===== config.mk =====
export PLATFORM = sky130hd
export DESIGN_NAME = switch_ingress_queue
export DESIGN_NICKNAME = d
export VERILOG_FILES = /design/src/rtl/switch_ingress_queue.sv
export SDC_FILE = /design/constraint.sdc
export NUM_CORES = 1
export LEC_CHECK = 0
export CAP_MARGIN = 10
export CORE_MARGIN = 2
export CORE_UTILIZATION = 53
export CTS_CLUSTER_SIZE = 16
export DETAILED_ROUTE_END_ITERATION = 8
export PLACE_DENSITY_LB_ADDON = 0.05
export SYNTH_ARGS = -nofsm -noshare
export SYNTH_HDL_FRONTEND = slang
export SYNTH_SLANG_ARGS = --single-unit

===== constraint.sdc =====
create_clock -name clk -period 3.8 [get_ports clk]
set_input_delay 0.76 -clock clk [delete_from_list [all_inputs] [get_ports clk]]
set_output_delay 0.76 -clock clk [all_outputs]
set_load 0.03 [all_outputs]

===== src/rtl/switch_ingress_queue.sv =====
// Per-input ingress FIFO feeding one crossbar input; filters out-of-range destinations.
// Optional head-of-line stall counter enabled by defining SWITCH_INGRESS_STALL_CNT_EN.
module switch_ingress_queue #(
    parameter int DATA_WIDTH = 64,
    parameter int OUTPUT_QTY = 8,
    parameter int DEPTH      = 4,
    localparam int DW        = $clog2(OUTPUT_QTY),
    localparam int CW        = $clog2(DEPTH + 1)
) (
    input  logic                     clk,
    input  logic                     reset_n,
    input  logic                     s_valid,
    output logic                     s_ready,
    input  logic [DATA_WIDTH-1:0]    s_data,
    input  logic [DW-1:0]            s_dest,
    output logic                     m_valid,
    input  logic                     m_ready,
    output logic [DATA_WIDTH+DW-1:0] m_data,
    output logic [CW-1:0]            count,
    output logic                     drop
`ifdef SWITCH_INGRESS_STALL_CNT_EN
    ,
    output logic [15:0]              stall_cycles
`endif
);

    localparam int PW                = $clog2(DEPTH);
    localparam int EW                = DATA_WIDTH + DW;
    localparam logic [DW:0]   QTY    = (DW + 1)'(OUTPUT_QTY);
    localparam logic [CW-1:0] FULL   = CW'(DEPTH);

    logic [EW-1:0] mem_q [DEPTH];
    logic [PW-1:0] wr_ptr_q, wr_ptr_d;
    logic [PW-1:0] rd_ptr_q, rd_ptr_d;
    logic [CW-1:0] count_q, count_d;
    logic          s_ready_q, s_ready_d;
    logic          m_valid_q, m_valid_d;
    logic          drop_q, drop_d;
    logic          accept, dest_ok, push, pop;

    // Ready/valid flags are derived from the next occupancy so both stay registered.
    always_comb begin
        accept   = s_valid && s_ready_q;
        dest_ok  = {1'b0, s_dest} < QTY;
        push     = accept && dest_ok;
        pop      = m_valid_q && m_ready;
        wr_ptr_d = push ? wr_ptr_q + PW'(1) : wr_ptr_q;
        rd_ptr_d = pop  ? rd_ptr_q + PW'(1) : rd_ptr_q;
        count_d  = count_q;
        if (push && !pop) begin
            count_d = count_q + CW'(1);
        end else if (pop && !push) begin
            count_d = count_q - CW'(1);
        end
        s_ready_d = (count_d != FULL);
        m_valid_d = (count_d != '0);
        drop_d    = accept && !dest_ok;
    end

    always_ff @(posedge clk or negedge reset_n) begin
        if (!reset_n) begin
            wr_ptr_q  <= '0;
            rd_ptr_q  <= '0;
            count_q   <= '0;
            s_ready_q <= 1'b1;
            m_valid_q <= 1'b0;
            drop_q    <= 1'b0;
        end else begin
            wr_ptr_q  <= wr_ptr_d;
            rd_ptr_q  <= rd_ptr_d;
            count_q   <= count_d;
            s_ready_q <= s_ready_d;
            m_valid_q <= m_valid_d;
            drop_q    <= drop_d;
        end
    end

    always_ff @(posedge clk) begin
        if (push) begin
            mem_q[wr_ptr_q] <= {s_data, s_dest};
        end
    end

    // Masking with m_valid keeps stale storage off the bus after reset.
    assign m_data  = m_valid_q ? mem_q[rd_ptr_q] : '0;
    assign s_ready = s_ready_q;
    assign m_valid = m_valid_q;
    assign count   = count_q;
    assign drop    = drop_q;

`ifdef SWITCH_INGRESS_STALL_CNT_EN
    logic [15:0] stall_q, stall_d;

    always_comb begin
        stall_d = stall_q;
        if (pop) begin
            stall_d = '0;
        end else if (m_valid_q && (stall_q != 16'hFFFF)) begin
            stall_d = stall_q + 16'd1;
        end
    end

    always_ff @(posedge clk or negedge reset_n) begin
        if (!reset_n) begin
            stall_q <= '0;
        end else begin
            stall_q <= stall_d;
        end
    end

    assign stall_cycles = stall_q;
`endif

endmodule


==> flow_summary.yaml <==
global_routing:
  grt_pass1_wl_um: 31160
  antenna_found_initial: 1
  grt_max_degree: 47
  grt-ovfl-total: 0
  track_usage: 0.1897
  grt_pass1_vias: 5423
floorplan:
  chipHeight_um: 145.6
  chipWidth_um: 145.6
  die_area_um2: 21210
  row_count: 51
  pin_count: 144
  core_um2: 19590
  initial_core_util: 0.5428
timing:
  final_max_slew_viol_count: 0
  timing.hold.ws_ns: 0.5398
  tightest_slew_ns: 0.5423
  rsz0062_at_grt: "no"
  postLayoutSetupSlackWorst_ns: 0.2120
  hold_viol_final: 0
  clock.fmax_mhz: 278.7
  finalCritPeriodShare: 0.9442
  final.setup.tns_ns: 0
  slew_headroom: 0.6384
  setup_viol: 0
  layout_min_cycle_time_ns: 3.588
  fin_skew_ns: 0.008513
clock_tree:
  cts_buffer_depth: 3
  cts_tree: "built"
  cts_hold_buf: 0
  cts_root_buffer: "clkbuf_16"
  insertion_delay_ns: 0.52
  cts_htree_levels: 1
  cts_sinks: 277
  post-cts-setup-buffer-count: 0
  cts.clk_slew.worst_paths_ns: 0.06
  cts_buffers: 29
  cts_resized: 0
critical_path:
  crit_type: "flip-flop to primary output"
  cp.arrival_ns: 2.83
  slowest_delay_ns: 0.63
  path_cells: "buf_12, mux4_2, and2_1, clkdlybuf4s50_1"
  worstReg2RegStart: "wr_ptr_q[0]"
  crit_path_end_kind: "primary output"
  slowest_stage: "dfrtp_4"
  critical_path.startpoint: "rd_ptr_q[0]"
  worst_ep_required_time_ns: 3.04
  cp_max_fo: 29
  endpoint: "m_data[8]"
  r2r_cells: 4
  start_kind: "flip-flop"
  r2r_slack_ns: 1.93
  r2r_end: "mem_q[2][18]"
routing:
  route.detailed.drc: 0
  drt_iter0_drc: 267
  viasPerCell: 5.515
  dr.pass1.iters: 4
  wl_per_cell_um: 21.24
  finalWirelength_um: 19600
  ant_nets: 0
  vias: 5090
logic_synthesis:
  ys_ff_latch: 277
  synth_nets: 550
  synth_top_cell_by_area: "edfxtp_1"
  synth_cell_types: 26
  synth_area_leaders: "edfxtp_1 (76%), mux4_2 (14%), and2_1 (3.9%)"
  ys.warnings.count: 0
  synth.avg_cell_area_um2: 22.48
  syn-cell-area_um2: 10630
  synth_cells: 473
  netlist.area_leader.share: 0.7568
  ys_seq_area_frac: 0.7781
cells_and_area:
  syn2layout_area_growth_pct: 26.51
  final_common_cell: "edfxtp_1"
  final_cell_mix: "edfxtp_1 (268), clkdlybuf4s50_1 (142), mux4_2 (67), and2_1 (67), clkbuf_16 (29)"
  layout-drive-gt1-share: 0.2100
  seq_area_um2: 8283
  fin_area_um2: 13450
  fin_cells: 923
  nets: 712
  multiInputGateArea_um2: 2217
  fillers: 1270
placed_design:
  dp_cells: 869
  hpwl_um: 11680
  numPortBuffers: 142
  gp_congestion: 0.7082
  place_ws_ns: 0.7291
  placed_area_um2: 12470
status:
  status: "complete, no violations"
power_and_ir_drop:
  power_density_nw_per_um2: 866.4
  power.leakage_nw: 4.429
  ir_drop_mv: 0.5878
run:
  cap_violations: 0
min_path:
  min_delay_path_depth: 1
  hold_path.class: "flip-flop to flip-flop"
[cells in the mapped netlist]
library cell	count
inv_1	4
mux2_2	1
buf_2	8
a21bo_2	1
buf_6	1
buf_4	2
and3_1	4
a21boi_0	1
nand2_1	4
edfxtp_1	268
o2bb2ai_1	1
nand3b_1	1
xnor2_1	5
dfstp_2	1
nand3_1	2
mux2i_1	2
clkbuf_1	11
conb_1	1
mux4_2	67
nor2_1	2
nand2b_1	1
and2_1	67
dfrtp_1	8
buf_12	2
xor2_1	2
ha_1	6
[cell families (layout without fill, tap and decap cells)]
| kind of cell | after synthesis | count (layout) | share of synthesized area |
|---|---|---|---|
| simple gates | 81 | 81 | 0.04612 |
| compound gates | 3 | 3 | 0.002471 |
| mux | 70 | 70 | 0.1448 |
| xor+xnor | 7 | 7 | 0.005765 |
| fa+ha+maj | 6 | 6 | 0.007059 |
| buf+inv | 28 | 212 | 0.01530 |
| other cells | 1 | 2 | 0.0003526 |
| flops | 277 | 277 | 0.7781 |
[worst min path at each step]
stage / from / endpoint / slack [ns]
2_1_floorplan: reset_n / count[0] / 0.46
5_1_grt: wr_ptr_q[0] / wr_ptr_q[0] / 0.56
3_3_place_gp: wr_ptr_q[0] / wr_ptr_q[0] / 0.51
4_1_cts: reset_n / rd_ptr_q[1] / 0.54
3_5_place_dp: wr_ptr_q[0] / wr_ptr_q[0] / 0.53
6_report: wr_ptr_q[0] / wr_ptr_q[0] / 0.54
[per-stage QoR]
step                      total power, mW  utilization
final                               11.66       0.6867
after global routing                12.20       0.6867
after detailed placement            8.955       0.6363
after CTS                           11.83       0.6866
after global placement              8.899       0.6363
after floorplan                     7.223            -
[final cells by class]
| cell class | count | area share |
|---|---|---|
| clock buffer | 30 | 0.05422 |
| sequential | 277 | 0.6157 |
| tap | 265 | 0.02465 |
| timing repair buffer | 155 | 0.1203 |
| clock inverter | 23 | 0.01897 |
| antenna | 1 | 0.0001860 |
| multi-input combinational | 168 | 0.1648 |
| inverter | 4 | 0.001116 |
[state kept, by name, indices dropped and copies added (netlist names)]
register / cells
count: 3
m_valid: 1
mem_q: 268
rd_ptr_q: 2
s_ready: 1
wr_ptr_q: 2
[critical path, delay by kind of cell (launching register included)]
family / cells / cell delay (ns)
buffers and inverters: 2 / 0.88
AND/OR/NAND/NOR: 1 / 0.20
flip-flops: 1 / 0.63
multiplexers: 1 / 0.54
[power breakdown]
part	switching [mW]	internal [mW]	total (mW)
Combinational	2.37	2.12	4.48
Clock	1.12	1.74	2.85
Sequential	0.285	4.04	4.32
[layer usage]
layer  global-route usage  wire [µm]  up-vias  share of wire
met3              0.03448       1246       33          0.064
li1                     -          -     2243              -
met1               0.2666       8168     2645           0.42
met5                    0          0        -              0
met2               0.3140       9806      169           0.50
met4              0.04902        381        0          0.019
No activity file was read; power rests on OpenSTA's default activity.
